File: src/rtl/peripheral_spram_wb_initiator.sv
// Wishbone B3 master: turns one (address, length, direction) command into classic or
// linear incrementing burst cycles, streaming write data in and read data out.
module peripheral_spram_wb_initiator #(
  parameter int DW = 32,
  parameter int AW = 8,
  parameter int LW = 5
) (
  input  logic            wb_clk_i,
  input  logic            wb_rst_i,
  input  logic            cmd_valid_i,
  output logic            cmd_ready_o,
  input  logic            cmd_we_i,
  input  logic [AW-1:0]   cmd_adr_i,
  input  logic [LW-1:0]   cmd_len_i,
  input  logic [DW/8-1:0] cmd_sel_i,
  input  logic            wdat_valid_i,
  output logic            wdat_ready_o,
  input  logic [DW-1:0]   wdat_i,
  output logic            rdat_valid_o,
  output logic [DW-1:0]   rdat_o,
  output logic            rdat_last_o,
  output logic            done_o,
  output logic            err_o,
  output logic [AW-1:0]   wb_adr_o,
  output logic [DW-1:0]   wb_dat_o,
  output logic [DW/8-1:0] wb_sel_o,
  output logic            wb_we_o,
  output logic [1:0]      wb_bte_o,
  output logic [2:0]      wb_cti_o,
  output logic            wb_cyc_o,
  output logic            wb_stb_o,
  input  logic            wb_ack_i,
  input  logic            wb_err_i,
  input  logic [DW-1:0]   wb_dat_i
);

  typedef enum logic [1:0] {IDLE, FETCH, BEAT} state_t;

  state_t        state;
  logic [LW-1:0] remaining;
  logic          single;
  logic [LW-1:0] cmd_len_eff;
  logic          cmd_single;
  logic          last_beat;

  assign cmd_len_eff = (cmd_len_i == '0) ? LW'(1) : cmd_len_i;
  assign cmd_single  = (cmd_len_i <= LW'(1));
  assign last_beat   = (remaining == LW'(1));
  assign wb_bte_o    = 2'b00;

  // Cycle type for the beat about to be presented, given the beats still owed.
  function automatic logic [2:0] cti_for(input logic [LW-1:0] rem, input logic one);
    if (one) return 3'b000;
    if (rem > LW'(1)) return 3'b010;
    return 3'b111;
  endfunction

  always_ff @(posedge wb_clk_i or posedge wb_rst_i) begin
    if (wb_rst_i) begin
      state        <= IDLE;
      remaining    <= '0;
      single       <= 1'b0;
      cmd_ready_o  <= 1'b1;
      wdat_ready_o <= 1'b0;
      rdat_valid_o <= 1'b0;
      rdat_o       <= '0;
      rdat_last_o  <= 1'b0;
      done_o       <= 1'b0;
      err_o        <= 1'b0;
      wb_adr_o     <= '0;
      wb_dat_o     <= '0;
      wb_sel_o     <= '0;
      wb_we_o      <= 1'b0;
      wb_cti_o     <= 3'b000;
      wb_cyc_o     <= 1'b0;
      wb_stb_o     <= 1'b0;
    end else begin
      rdat_valid_o <= 1'b0;
      rdat_last_o  <= 1'b0;
      done_o       <= 1'b0;
      err_o        <= 1'b0;
      case (state)
        IDLE: begin
          // Ready rises one cycle after done_o, so back-to-back commands never overlap.
          if (cmd_ready_o && cmd_valid_i) begin
            cmd_ready_o <= 1'b0;
            wb_adr_o    <= cmd_adr_i;
            wb_we_o     <= cmd_we_i;
            wb_sel_o    <= cmd_sel_i;
            remaining   <= cmd_len_eff;
            single      <= cmd_single;
            wb_cyc_o    <= 1'b1;
            if (cmd_we_i) begin
              wdat_ready_o <= 1'b1;
              state        <= FETCH;
            end else begin
              wb_stb_o <= 1'b1;
              wb_cti_o <= cti_for(cmd_len_eff, cmd_single);
              state    <= BEAT;
            end
          end else begin
            cmd_ready_o <= 1'b1;
          end
        end
        FETCH: begin
          if (wdat_valid_i) begin
            wb_dat_o     <= wdat_i;
            wdat_ready_o <= 1'b0;
            wb_stb_o     <= 1'b1;
            wb_cti_o     <= cti_for(remaining, single);
            state        <= BEAT;
          end
        end
        BEAT: begin
          if (wb_ack_i && !wb_err_i) begin
            remaining <= remaining - LW'(1);
            wb_adr_o  <= wb_adr_o + AW'(1);
            if (!wb_we_o) begin
              rdat_o       <= wb_dat_i;
              rdat_valid_o <= 1'b1;
              rdat_last_o  <= last_beat;
            end
            if (!last_beat) begin
              if (wb_we_o) begin
                wb_stb_o     <= 1'b0;
                wdat_ready_o <= 1'b1;
                state        <= FETCH;
              end else begin
                wb_cti_o <= cti_for(remaining - LW'(1), single);
              end
            end
          end
          // Error takes priority over a simultaneous ack and discards the rest.
          if (wb_err_i || (wb_ack_i && last_beat)) begin
            wb_cyc_o  <= 1'b0;
            wb_stb_o  <= 1'b0;
            wb_we_o   <= 1'b0;
            wb_sel_o  <= '0;
            wb_cti_o  <= 3'b000;
            remaining <= '0;
            done_o    <= 1'b1;
            err_o     <= wb_err_i;
            state     <= IDLE;
          end
        end
        default: state <= IDLE;
      endcase
    end
  end

endmodule

File: config.mk
export PLATFORM = sky130hd
export DESIGN_NAME = peripheral_spram_wb_initiator
export DESIGN_NICKNAME = d
export VERILOG_FILES = /design/src/rtl/peripheral_spram_wb_initiator.sv
export SDC_FILE = /design/constraint.sdc
export NUM_CORES = 1
export LEC_CHECK = 0
export ABC_CLOCK_PERIOD_IN_PS = 3200
export BUFFER_PORTS_ARGS = -buffer_cell sky130_fd_sc_hd__buf_4
export CORE_MARGIN = 2
export CORE_UTILIZATION = 48
export CTS_CLUSTER_SIZE = 28
export DETAILED_ROUTE_END_ITERATION = 7
export PLACE_DENSITY = 0.8
export SYNTH_ARGS = -nofsm -noshare
export SYNTH_HDL_FRONTEND = slang
export SYNTH_SLANG_ARGS = --single-unit
export TNS_END_PERCENT = 20
File: constraint.sdc
create_clock -name wb_clk_i -period 3.2 [get_ports wb_clk_i]
set_input_delay 0.48 -clock wb_clk_i [delete_from_list [all_inputs] [get_ports wb_clk_i]]
set_output_delay 0.48 -clock wb_clk_i [all_outputs]
set_load 0.05 [all_outputs]
==> qor.yml, run 1 <==
status: "finished, final reports clean"
setup_violations: 0
groute.usage.overall_pct: 21.7
maxSlewHeadroom_pct: 51.2
drive_gt1_share_pct: 54.9
cts_hold_buf: 0
cts_made_buffers: 9
antenna_left: 0
clock_latency_ns: 0.35
maxCapViolations: 0
drt_first_pass_iters: 4
fp.dieH_um: 97.0
gp_routability_congestion: 0.817
via_per_inst: 5.25
row_count: 33
fmax_mhz: 455
num_io_pins: 178
critPathBufInv: 1
rsz0062_at_grt: "false"
fin_hold_ws_ns: 0.247
crit_chain: "inv_1 -> ha_1 -> and2b_1 -> a21bo_1 -> o41ai_1 -> a22o_1"
end_kind: "flop"
ys_warn_count: 0
final-hold-violation-count: 0
fin_nets: 585
grt_overflow: 0
ys_types: 53
required_ns: 3.48
placedCellCount: 583
area_delta_synth_final_pct: 38.5
drc: 0
place_area_mm2: 0.00556
synth.yosys.seq_area_share_pct: 57.3
htreeDepth: 3
path_clk_slew_ns: 0.09
final_cells: 599
synth.ff_latch_count: 95
ys.flop_type: "dfrtp_1"
grt_max_degree: 61
worst_path_largest_cell_delay_ns: 0.44
clock_skew_ns: 0.00849
die_w_um: 97.0
grtUsageMet3_pct: 4.19
critPathLaunchType: "flop"
p_per_area_mw_per_mm2: 1250
holdCritPathClass: "in -> async"
cts_sinks: 95
critPathMaxFanout: 14
synth_edf_count: 0
syn-mean-instance-area_um2: 13.3
cts_resized: 0
synthArstFlopShare_pct: 100
hpwl_um: 7670
fin_crit_ns: 2.20
ctsLongestPathBuffers: 2
mostFrequentLayoutCell: "buf_4"
core_mm2: 0.00830
path_delay_family: "compound AO/OA/AOI/OAI gates"
post-cts-setup-buffers: 0
tightest_slew_ns: 0.731
path_class: "reg -> reg"
cts_root_buf: "clkbuf_8"
via_count: 3146
final_cell_mix: "buf_4 (180), dfrtp_1 (94), mux2_2 (66)"
grt_busiest_layer: "met2"
final_area_mm2: 0.00575
arrival_ns: 2.48
syn_inst: 312
synth_area_mm2: 0.00415
power.leakage_nw: 2.79
initial_core_util_pct: 50.0
antenna_found_initial: 0
tns_ns: 0
grt_pass1_wl_um: 16400
cpMaxStageDelayCell: "dfrtp_1"
cts_tree: "done"
drt_iter0_drc: 130
io_buffers: 175
routed_wirelength_um: 10000
irDropWorstVdd_v: 0.000649
wl_per_cell_um: 16.7
met2_usage_pct: 37.3
finalCritPeriodShare_pct: 68.6
die_area_mm2: 0.00940
grtUsageMet1_pct: 27.4
report.final.slew_viol_count: 0
n_antenna_cell: 0
grt_pass1_vias: 3272
cell usage after synthesis, types with 2 or more instances:
master,count,area share (%)
dfrtp_1,94,57
mux2_2,66,18
a21oi_1,13,1.6
inv_1,11,1.0
o21ai_0,10,1.2
a22o_1,8,1.7
ha_1,8,2.4
nand2_1,8,0.72
buf_4,6,1.1
nand2b_1,6,0.90
nand3_1,6,0.72
nor2_1,6,0.54
a2bb2oi_1,4,0.84
buf_1,4,0.36
o21a_1,4,0.72
o22ai_1,4,0.60
clkbuf_1,3,0.27
nor2b_1,3,0.45
nor3_1,3,0.36
a21o_1,2,0.36
a31oi_1,2,0.30
and2_1,2,0.30
and2b_1,2,0.36
buf_2,2,0.24
mux2_1,2,0.54
mux2i_1,2,0.48
nand4_1,2,0.30
o221ai_1,2,0.42
o31ai_1,2,0.36
xor2_1,2,0.42
cells by family after synthesis:
| group | share of synthesized area [%] |
|---|---|
| compound gates | 11.1 |
| buf+inv | 2.96 |
| simple gates | 6.73 |
| other cells | 0.0904 |
| flops | 57.3 |
| xor+xnor | 0.422 |
| mux | 18.9 |
| fa+ha+maj | 2.41 |
registers in the layout (all words and copies together) (netlist names), 2 cells and up:
name,count
rdat_o,32
wb_dat_o,32
wb_adr_o,8
remaining,5
wb_sel_o,4
state,2
wb_cti_o,2
worst reg2reg max path, delay by kind of cell, from the launching register on:
| kind | cells | cell delay, ns |
|---|---|---|
| compound gates | 3 | 0.86 |
| flops | 1 | 0.44 |
| fa+ha+maj | 1 | 0.43 |
| simple gates | 1 | 0.32 |
| buf+inv | 1 | 0.10 |
metrics by stage:
| step | power [mW] | worst slack [ns] | util [%] |
|---|---|---|---|
| 4_1_cts | 7.25 | 0.999 | 69.2 |
| 6_report | 7.19 | 1.00 | 69.2 |
| 3_5_place_dp | 6.51 | 1.02 | 67.0 |
| 5_1_grt | 7.55 | 0.750 | 69.2 |
| 3_3_place_gp | 6.41 | 1.12 | 67.0 |
| 2_1_floorplan | 5.20 | 0.245 | - |
layout make-up:
type | count | area [µm²]
Clock inverter | 5 | 41.3
Timing Repair Buffer | 180 | 1350
Inverter | 11 | 43.8
Fill cell | 643 | 2550
Sequential cell | 95 | 2380
Tap cell | 105 | 131
Clock buffer | 11 | 141
Multi-Input combinational cell | 192 | 1660
path summary, 6_finish.rpt:
check	endpoint	from	slack (ns)	depth (start not counted)
worst max-delay path	remaining[4]	state[0]	1.00	6
worst min-delay path	wb_dat_o[15]	wb_rst_i	0.25	2
worst max register to register	remaining[4]	state[0]	1.00	6
worst min register to register	wb_dat_o[13]	wb_dat_o[13]	0.51	1
max in group asynchronous	rdat_o[17]	wb_rst_i	2.17	3
min in group wb_clk_i	wb_sel_o[2]	cmd_sel_i[2]	0.35	2
where the power goes:
part	switching (mW)	internal, mW	leakage, nW
Clock	0.424	0.310	0.0861
Sequential	0.390	1.78	1.14
Combinational	2.79	1.50	1.56
layer usage:
metal | vias to the layer above | share of wire (%)
met5 | - | 0
met4 | 0 | 2.2
met3 | 19 | 6.7
met2 | 137 | 50
met1 | 1515 | 41
li1 | 1475 | -
No activity file was read; power rests on OpenSTA's default activity.
==> run 2: changes to the inputs <==
Settings changed: ABC_AREA set to 1, ABC_CLOCK_PERIOD_IN_PS 3200 to 2150.
Clock period 3.2 ns to 2.15 ns, I/O delays scaled along.
==> run 2 against run 1 <==
Net effect: critical path depth grew 3; hold slack worse by 0.19 ns; cell count grew 25%; clock power up 50%; synthesized cell count rose by 47%; via count grew 16%; routed wire length increased by 2.4%; largest power group unchanged.
==> qor.yml, run 2 <==
clock_skew_ns: 0.0172  # +0.00875 ns
n_antenna_cell: 0  # unchanged
setup_violations: 0  # unchanged
total_power_mw: 10.6  # +48%
row_count: 34  # +3.0%
post-cts-setup-buffers: 0  # unchanged
drive_gt1_share_pct: 38.3  # -17 points
pre_cts_ws_ns: 0.406  # -0.615 ns
netlist.area_leader.share_pct: 55.1  # -1.6 points
synth_area_mm2: 0.00427  # +3.0%
core_mm2: 0.00868  # +4.6%
setup_ws_ns: 0.377  # -0.627 ns
p_per_area_mw_per_mm2: 1810  # +44%
final-hold-violation-count: 0  # unchanged
ctsLongestPathBuffers: 2  # unchanged
num_io_pins: 178  # unchanged
via_count: 3635  # +16%
tns_ns: 0  # unchanged
grt_overflow: 0  # unchanged
io_buffers: 175  # unchanged
initial_core_util_pct: 49.2  # -0.76 points
cts_sinks: 95  # unchanged
synth.yosys.seq_area_share_pct: 55.7  # -1.7 points
fin_nets: 731  # +25%
syn-mean-instance-area_um2: 9.31  # -30%
synthArstFlopShare_pct: 100  # unchanged
critPathMaxFanout: 13  # -1
nFillCells: 680  # +5.8%
synth_edf_count: 0  # unchanged
maxCapViolations: 0  # unchanged
antenna_found_initial: 0  # unchanged
holdCritPathClass: "in -> async"
drt_iter0_drc: 117  # -10%
reg_top3: "rdat_o (32), wb_dat_o (32), wb_adr_o (8)"
cts_resized: 0  # unchanged
final_util_pct: 67.9  # -1.4 points
netlist_top_cells_area: "dfrtp_1 (55%), nand2_1 (16%), mux2_2 (8.4%), inv_1 (3.3%), o21ai_0 (2.7%)"
power.leakage_nw: 3.15  # +13%
grt_pass1_vias: 3645  # +11%
area_delta_synth_final_pct: 37.8
synth_top_area_cell: "dfrtp_1"
ys_types: 37  # -30%
fmax_mhz: 564  # +24%
arrival_ns: 2.05  # -0.43 ns
die_w_um: 98.4  # +1.4%
final_cells: 748  # +25%
path_clk_slew_ns: 0.10  # about the same
clock_latency_ns: 0.36  # about the same
tightest_slew_ns: 0.708  # -0.0231 ns
final_cell_mix: "nand2_1 (181), buf_4 (178), dfrtp_1 (94)"
required_ns: 2.43  # -1.05 ns
drt_first_pass_iters: 5  # +1
cts_made_buffers: 9  # unchanged
synth.ff_latch_count: 95  # unchanged
ys_warn_count: 0  # unchanged
hpwl_um: 7690  # +0.28%
place_area_mm2: 0.00571  # +2.6%
status: "finished, final reports clean"
finalCritPeriodShare_pct: 82.4  # +14 points
yosysMostFrequentCell: "nand2_1"
gp_routability_congestion: 0.864  # +5.8%
maxSlewHeadroom_pct: 52.7  # +1.4 points
synth_common_cells: "nand2_1 (181), dfrtp_1 (94), inv_1 (37)"
ys.flop_type: "dfrtp_1"
cts_hold_buf: 0  # unchanged
rsz0062_at_grt: "false"
fin_crit_ns: 1.77  # -0.423 ns
report.final.slew_viol_count: 0  # unchanged
antenna_left: 0  # unchanged
final_area_mm2: 0.00589  # +2.5%
mostFrequentLayoutCell: "nand2_1"
end_kind: "flop"
irDropWorstVdd_v: 0.00111  # +72%
cts_tree: "done"
cts_root_buf: "clkbuf_8"
grt_max_degree: 36  # -41%
grt_pass1_wl_um: 17100  # +4.3%
htreeDepth: 3  # unchanged
critPathLaunchType: "flop"
drc: 0  # unchanged
placedCellCount: 732  # +26%
groute.usage.overall_pct: 21.7  # +0.074 points
wl_per_cell_um: 13.7  # -18%
via_per_inst: 4.86  # -7.5%
path_class: "reg -> reg"
die_area_mm2: 0.00967  # +2.9%
syn_inst: 459  # +47%
fp.dieH_um: 98.4  # +1.4%
routed_wirelength_um: 10200  # +2.4%
fin_hold_ws_ns: 0.0610  # -0.186 ns
run 2: path summary, 6_finish.rpt:
path                       cells past startpoint  slack, ns          end         start
setup / recovery                               9       0.38  wb_adr_o[2]      state[0]
min in group wb_clk_i                          3       0.15   rdat_o[28]  wb_dat_i[28]
hold / removal                                 2       0.06   rdat_o[27]      wb_rst_i
setup reg to reg                               9       0.38  wb_adr_o[2]      state[0]
hold reg to reg                                2       0.48    rdat_o[9]     rdat_o[9]
max in group asynchronous                      3       1.42  cmd_ready_o      wb_rst_i
run 2: layout make-up:
type	instances	area, µm²	share of cell area [%]
clock inverter	5	41.3	0.701
multi-input combinational	308	1640	27.8
timing repair buffer	181	1400	23.7
tap	108	135	2.29
sequential	95	2380	40.4
inverter	40	159	2.70
clock buffer	11	141	2.40
run 2: cells by family (layout without fill, tap and decap cells):
family                     after synthesis  after routing  share of synthesized area [%]
DFF                                     95             95                           55.7
other                                    1              2                         0.0878
and+or+nand+nor                        224            224                           21.5
buffers and inverters                   57            237                           6.09
AOI/OAI and AO/OA                       41             41                           5.65
adders and majority gates                8              8                           2.34
muxes                                   32             32                           8.43
xor gates and xnor gates                 1              1                          0.205
run 2: power breakdown:
| group | total (mW) | internal [mW] | switching [mW] | leakage [nW] |
|---|---|---|---|---|
| clock network | 1.10 | 0.463 | 0.639 | 0.0866 |
| registers | 3.17 | 2.63 | 0.545 | 1.16 |
| logic | 6.36 | 1.98 | 4.38 | 1.91 |
run 2: layer usage:
layer	up-vias	GRT usage, %	wire (µm)
met5	-	0	0
li1	1795	-	-
met3	17	5.44	820
met2	146	35.7	4780
met4	0	6.01	170
met1	1677	28.9	4470
run 2: critical path, cell delays in order (launching register included):
cell and delay, ns:
dfrtp_1 0.43, inv_1 0.08, ha_1 0.24, inv_1 0.29, nor2_1 0.09, inv_1 0.11, nand2_4 0.09, clkinv_4 0.11
o21ai_0 0.09, a22oi_1 0.16
